## config.mk

```make
export PLATFORM = sky130hd
export DESIGN_NAME = aes_key_schedule_ctrl
export DESIGN_NICKNAME = d
export VERILOG_FILES = /design/src/rtl/aes_key_schedule_ctrl.sv
export SDC_FILE = /design/constraint.sdc
export NUM_CORES = 1
export LEC_CHECK = 0
export CORE_MARGIN = 1
export CORE_UTILIZATION = 30
export DETAILED_ROUTE_END_ITERATION = 10
export PLACE_DENSITY_LB_ADDON = 0.3
export SLEW_MARGIN = 20
export SYNTH_ARGS = -nofsm -noshare
export SYNTH_HDL_FRONTEND = slang
export SYNTH_SLANG_ARGS = --single-unit
```

## constraint.sdc

```tcl
create_clock -name clk -period 4.8 [get_ports clk]
set_input_delay 0.96 -clock clk [delete_from_list [all_inputs] [get_ports clk]]
set_output_delay 0.96 -clock clk [all_outputs]
set_load 0.01 [all_outputs]
```

## src/rtl/aes_key_schedule_ctrl.sv

```systemverilog
// AES-128 key-schedule controller: latches a cipher key and streams round keys 0..NUM_ROUNDS
// over valid/ready, using an external shared S-box. Define AES_KEY_STORE_EN to add a rdIdx/rdKey key store.
module aes_key_schedule_ctrl #(
  parameter int NUM_ROUNDS = 10
) (
  input  logic         clk,
  input  logic         reset,
  input  logic         start,
  input  logic [127:0] cipherKey,
  output logic         ready,
  input  logic         abort,
  output logic [127:0] roundKey,
  output logic [3:0]   roundIdx,
  output logic         rkValid,
  input  logic         rkReady,
  output logic         done,
  output logic [31:0]  sboxIn,
  input  logic [31:0]  sboxOut
`ifdef AES_KEY_STORE_EN
  ,
  input  logic [3:0]   rdIdx,
  output logic [127:0] rdKey
`endif
);

  localparam logic [3:0] LAST_IDX  = 4'(NUM_ROUNDS);
  localparam logic [7:0] RCON_INIT = 8'h01;

  typedef enum logic [1:0] {
    IDLE   = 2'd0,
    STREAM = 2'd1,
    FINISH = 2'd2
  } state_t;

  state_t         state_q, state_d;
  logic [127:0]   key_q, key_d;
  logic [3:0]     idx_q, idx_d;
  logic [7:0]     rcon_q, rcon_d;
  logic           hs;

  function automatic logic [7:0] xtime(input logic [7:0] b);
    return {b[6:0], 1'b0} ^ (b[7] ? 8'h1b : 8'h00);
  endfunction

  function automatic logic [31:0] rot_word(input logic [31:0] w);
    return {w[23:0], w[31:24]};
  endfunction

  // sub is SubWord(RotWord(w3)) returned by the shared S-box for the current key.
  function automatic logic [127:0] next_key(input logic [127:0] k,
                                            input logic [31:0]  sub,
                                            input logic [7:0]   rc);
    logic [31:0] w0, w1, w2, w3;
    w0 = k[127:96] ^ sub ^ {rc, 24'h0};
    w1 = k[95:64]  ^ w0;
    w2 = k[63:32]  ^ w1;
    w3 = k[31:0]   ^ w2;
    return {w0, w1, w2, w3};
  endfunction

  // abort outranks the handshake, so a key offered in the abort cycle is not consumed.
  assign hs = (state_q == STREAM) && rkReady && !abort;

  always_comb begin
    state_d = state_q;
    key_d   = key_q;
    idx_d   = idx_q;
    rcon_d  = rcon_q;
    case (state_q)
      IDLE: begin
        if (start) begin
          state_d = STREAM;
          key_d   = cipherKey;
          idx_d   = 4'd0;
          rcon_d  = RCON_INIT;
        end
      end
      STREAM: begin
        if (abort) begin
          state_d = IDLE;
          idx_d   = 4'd0;
          rcon_d  = RCON_INIT;
        end else if (rkReady) begin
          if (idx_q == LAST_IDX) begin
            state_d = FINISH;
          end else begin
            key_d  = next_key(key_q, sboxOut, rcon_q);
            idx_d  = idx_q + 4'd1;
            rcon_d = xtime(rcon_q);
          end
        end
      end
      FINISH: begin
        if (abort) begin
          state_d = IDLE;
          idx_d   = 4'd0;
          rcon_d  = RCON_INIT;
        end else if (start) begin
          state_d = STREAM;
          key_d   = cipherKey;
          idx_d   = 4'd0;
          rcon_d  = RCON_INIT;
        end else begin
          state_d = IDLE;
        end
      end
      default: begin
        state_d = IDLE;
        idx_d   = 4'd0;
        rcon_d  = RCON_INIT;
      end
    endcase
  end

  always_ff @(posedge clk or posedge reset) begin
    if (reset) begin
      state_q <= IDLE;
      key_q   <= '0;
      idx_q   <= 4'd0;
      rcon_q  <= RCON_INIT;
    end else begin
      state_q <= state_d;
      key_q   <= key_d;
      idx_q   <= idx_d;
      rcon_q  <= rcon_d;
    end
  end

  assign ready    = (state_q != STREAM);
  assign rkValid  = (state_q == STREAM);
  assign done     = (state_q == FINISH);
  assign roundKey = key_q;
  assign roundIdx = idx_q;
  assign sboxIn   = rot_word(key_q[31:0]);

`ifdef AES_KEY_STORE_EN
  // Every emitted key is kept so the decrypt path can replay them in reverse order.
  logic [127:0] store_q [NUM_ROUNDS+1];
  logic [127:0] store_d [NUM_ROUNDS+1];

  always_comb begin
    store_d = store_q;
    if (hs) begin
      store_d[idx_q] = key_q;
    end
  end

  always_ff @(posedge clk or posedge reset) begin
    if (reset) begin
      for (int i = 0; i <= NUM_ROUNDS; i++) begin
        store_q[i] <= '0;
      end
    end else begin
      store_q <= store_d;
    end
  end

  assign rdKey = (rdIdx <= LAST_IDX) ? store_q[rdIdx] : '0;
`else
  logic unused_hs;
  assign unused_hs = hs;
`endif

endmodule
```

==> metrics <==
largest stage delay on the critical path 0.67 ns; TritonCTS clock tree yes; synthesized netlist cell count ~930; Post-DRT Antenna Nets 0; Startpoint Class flip-flop; ANT cells 0; PwrDens 598 nW/um^2; largest net degree at the start of global routing 97; global route overflow 0; Core ar. 28700 um^2; flops & latches, synth between 100 and 150; IO Pins roughly 330; final RePlAce weighted congestion between 0.7 and 0.8; final setup fails 0; Buf/Inv on CP 2; DRC 0; status finished clean; most frequent cells in the layout clkdlybuf4s50_1 (331), dfrtp_1 (141), nor2_1 (107); TritonCTS buffer count 17; Post-Route WL 26.5 mm; Power Total 7.56 mW; setup TNS 0 ns; Initial Util 0.304; share of cells above drive strength 1 0.0623; clock slew at reported path FFs about 0.070 ns; Netlist cell types 41; CP Max Fanout 67; htree depth 4; Slew @ Worst Pin 0.912 ns; total die area 29800 um^2; vias in the first global route 7208; first-pass GRT wire length roughly 42 mm; Die Y 173 um; Layout area overhead 44.7%; starting DRC count in detailed routing 400; P_leak 5.00 nW; Die Wd 173 um; worst-path cell chain nand2b_4, buf_4, clkdlybuf4s50_1; Rel. slew slack 0.392; Hold Crit Class reg2reg; Worst Setup End Kind output pin; Synth warnings 0; syn_area_per_cell 9.44 um^2; cts repair resizes 0; Skew-Pair Late Insertion Delay about 0.42 ns; routed via count 7722; sequential element share of the synthesized area 0.407; crit path time final 3.27 ns; initial antenna violation count 0; critical path class reg2out; commonest non-fill, non-tap cell in the layout clkdlybuf4s50_1; postcts setup bufs 0; Final Cycle Share 0.681; Detail Placement HPWL roughly 19 mm; clk sinks 142; Total GRT Usage 0.177; Worst Path Arrival around 2.3 ns; EDFF count, synth 0; Root Buffer clkbuf_16; Core Rows 62; Critical Path Slowest Stage Cell clkdlybuf4s50_1; ys flop type dfrtp_1; Worst Path Required roughly 3.8 ns; Setup Skew 0.0148 ns; Fmax 306 MHz; DR WL/cell between 15 and 20 um; RSZ-0062 raised after global routing no; cts hold-fix bufs 0; DRT Pass-1 Iters 4; worst vdd ir 0.202 mV; Async S/R FF share, synth 1.00; max cap viols 0; Syn Std Cell Area 8730 um^2; Buffers on Ports 331; max-slew violations 0; R2R Setup Slk 2.24 ns; critical path's top delay family buffers and inverters; synthesized net count 1092; Final Hold Vio Count 0; Final #Nets approximately 1400; Via-to-Cell Ratio 4.86; CTS max path bufs 2
## kinds of logic after synthesis
| group | share of synthesized area |
|---|---|
| compound gates | 0.246 |
| flops | 0.407 |
| mux | 0.0380 |
| fa+ha+maj | 0.00286 |
| simple gates | 0.101 |
| buf+inv | 0.0756 |
| xor+xnor | 0.129 |
## worst paths after layout
kind / startpoint / endpoint / cells past startpoint
worst max-delay path: state_q[1]$_DFFE_PP0P_ / ready / 3
worst min-delay path: rcon_q[0]$_DFFE_PP1P_ / rcon_q[0]$_DFFE_PP1P_ / 2
worst max register to register: state_q[1]$_DFFE_PP0P_ / roundKey[61]$_DFFE_PP0P_ / 5
worst min register to register: rcon_q[0]$_DFFE_PP1P_ / rcon_q[0]$_DFFE_PP1P_ / 2
max in group asynchronous: reset / rcon_q[0]$_DFFE_PP1P_ / 3
min in group asynchronous: reset / roundKey[77]$_DFFE_PP0P_ / 2
## area by class of cell
type	count	area [um^2]
fillers	2781	16100
multi-input cells	681	4540
flip-flops and latches	142	3550
repair buffers	344	3470
well taps	384	480
clock buffers	20	437
clock inverters	12	135
inverters	5	25.0
## cells in the mapped netlist, types with 24 or more instances
master / number / share of area
a21oi_1: 43 / 0.025
a22oi_1: 56 / 0.048
buf_2: 36 / 0.021
buf_4: 37 / 0.032
dfrtp_1: 141 / 0.40
mux2i_1: 32 / 0.037
nand2_1: 57 / 0.024
nor2_1: 107 / 0.046
nor3b_1: 24 / 0.021
o21ai_0: 89 / 0.051
o21ai_1: 75 / 0.043
o2bb2ai_1: 33 / 0.033
xnor2_1: 57 / 0.057
xor2_1: 35 / 0.035
## worst min-delay path, stage by stage, from the launching register on
cell,delay (ns)
dfstp_2,0.40
inv_1,0.05
a21oi_1,0.05
## flip-flops by register name (all words and copies together) (netlist names)
signal,cells
roundKey,128
roundIdx,4
rcon_q,8
state_q,2
## layer usage
layer  global-route usage  vias to the layer above  wire length, um  share of wire
met1                0.243                     3695            12300           0.46
met4               0.0592                        0              527          0.020
met2                0.276                      211            12500           0.47
li1                     -                     3790                -              -
met3               0.0354                       26             1180          0.044
met5                    0                        -                0              0
## per-stage QoR
stage | setup WS [ns] | util | instance area, um^2 | instances | hold WS (ns)
floorplan | 0.0321 | - | 8730 | 925 | 0.472
global placement | 1.47 | 0.419 | 12000 | 1555 | 0.493
detailed placement | 1.39 | 0.419 | 12000 | 1555 | 0.492
CTS | 1.50 | 0.439 | 12600 | 1587 | 0.503
global route | 1.39 | 0.440 | 12600 | 1588 | 0.524
finish | 1.53 | 0.440 | 12600 | 1588 | 0.497
## report_power, final
group / internal [mW] / leakage [nW] / switching, mW
clock network: 0.771 / 0.268 / 0.566
registers: 1.68 / 1.75 / 0.569
logic: 2.18 / 2.99 / 1.80
total: 4.62 / 5.00 / 2.94
(Power assumes the default switching activity.)
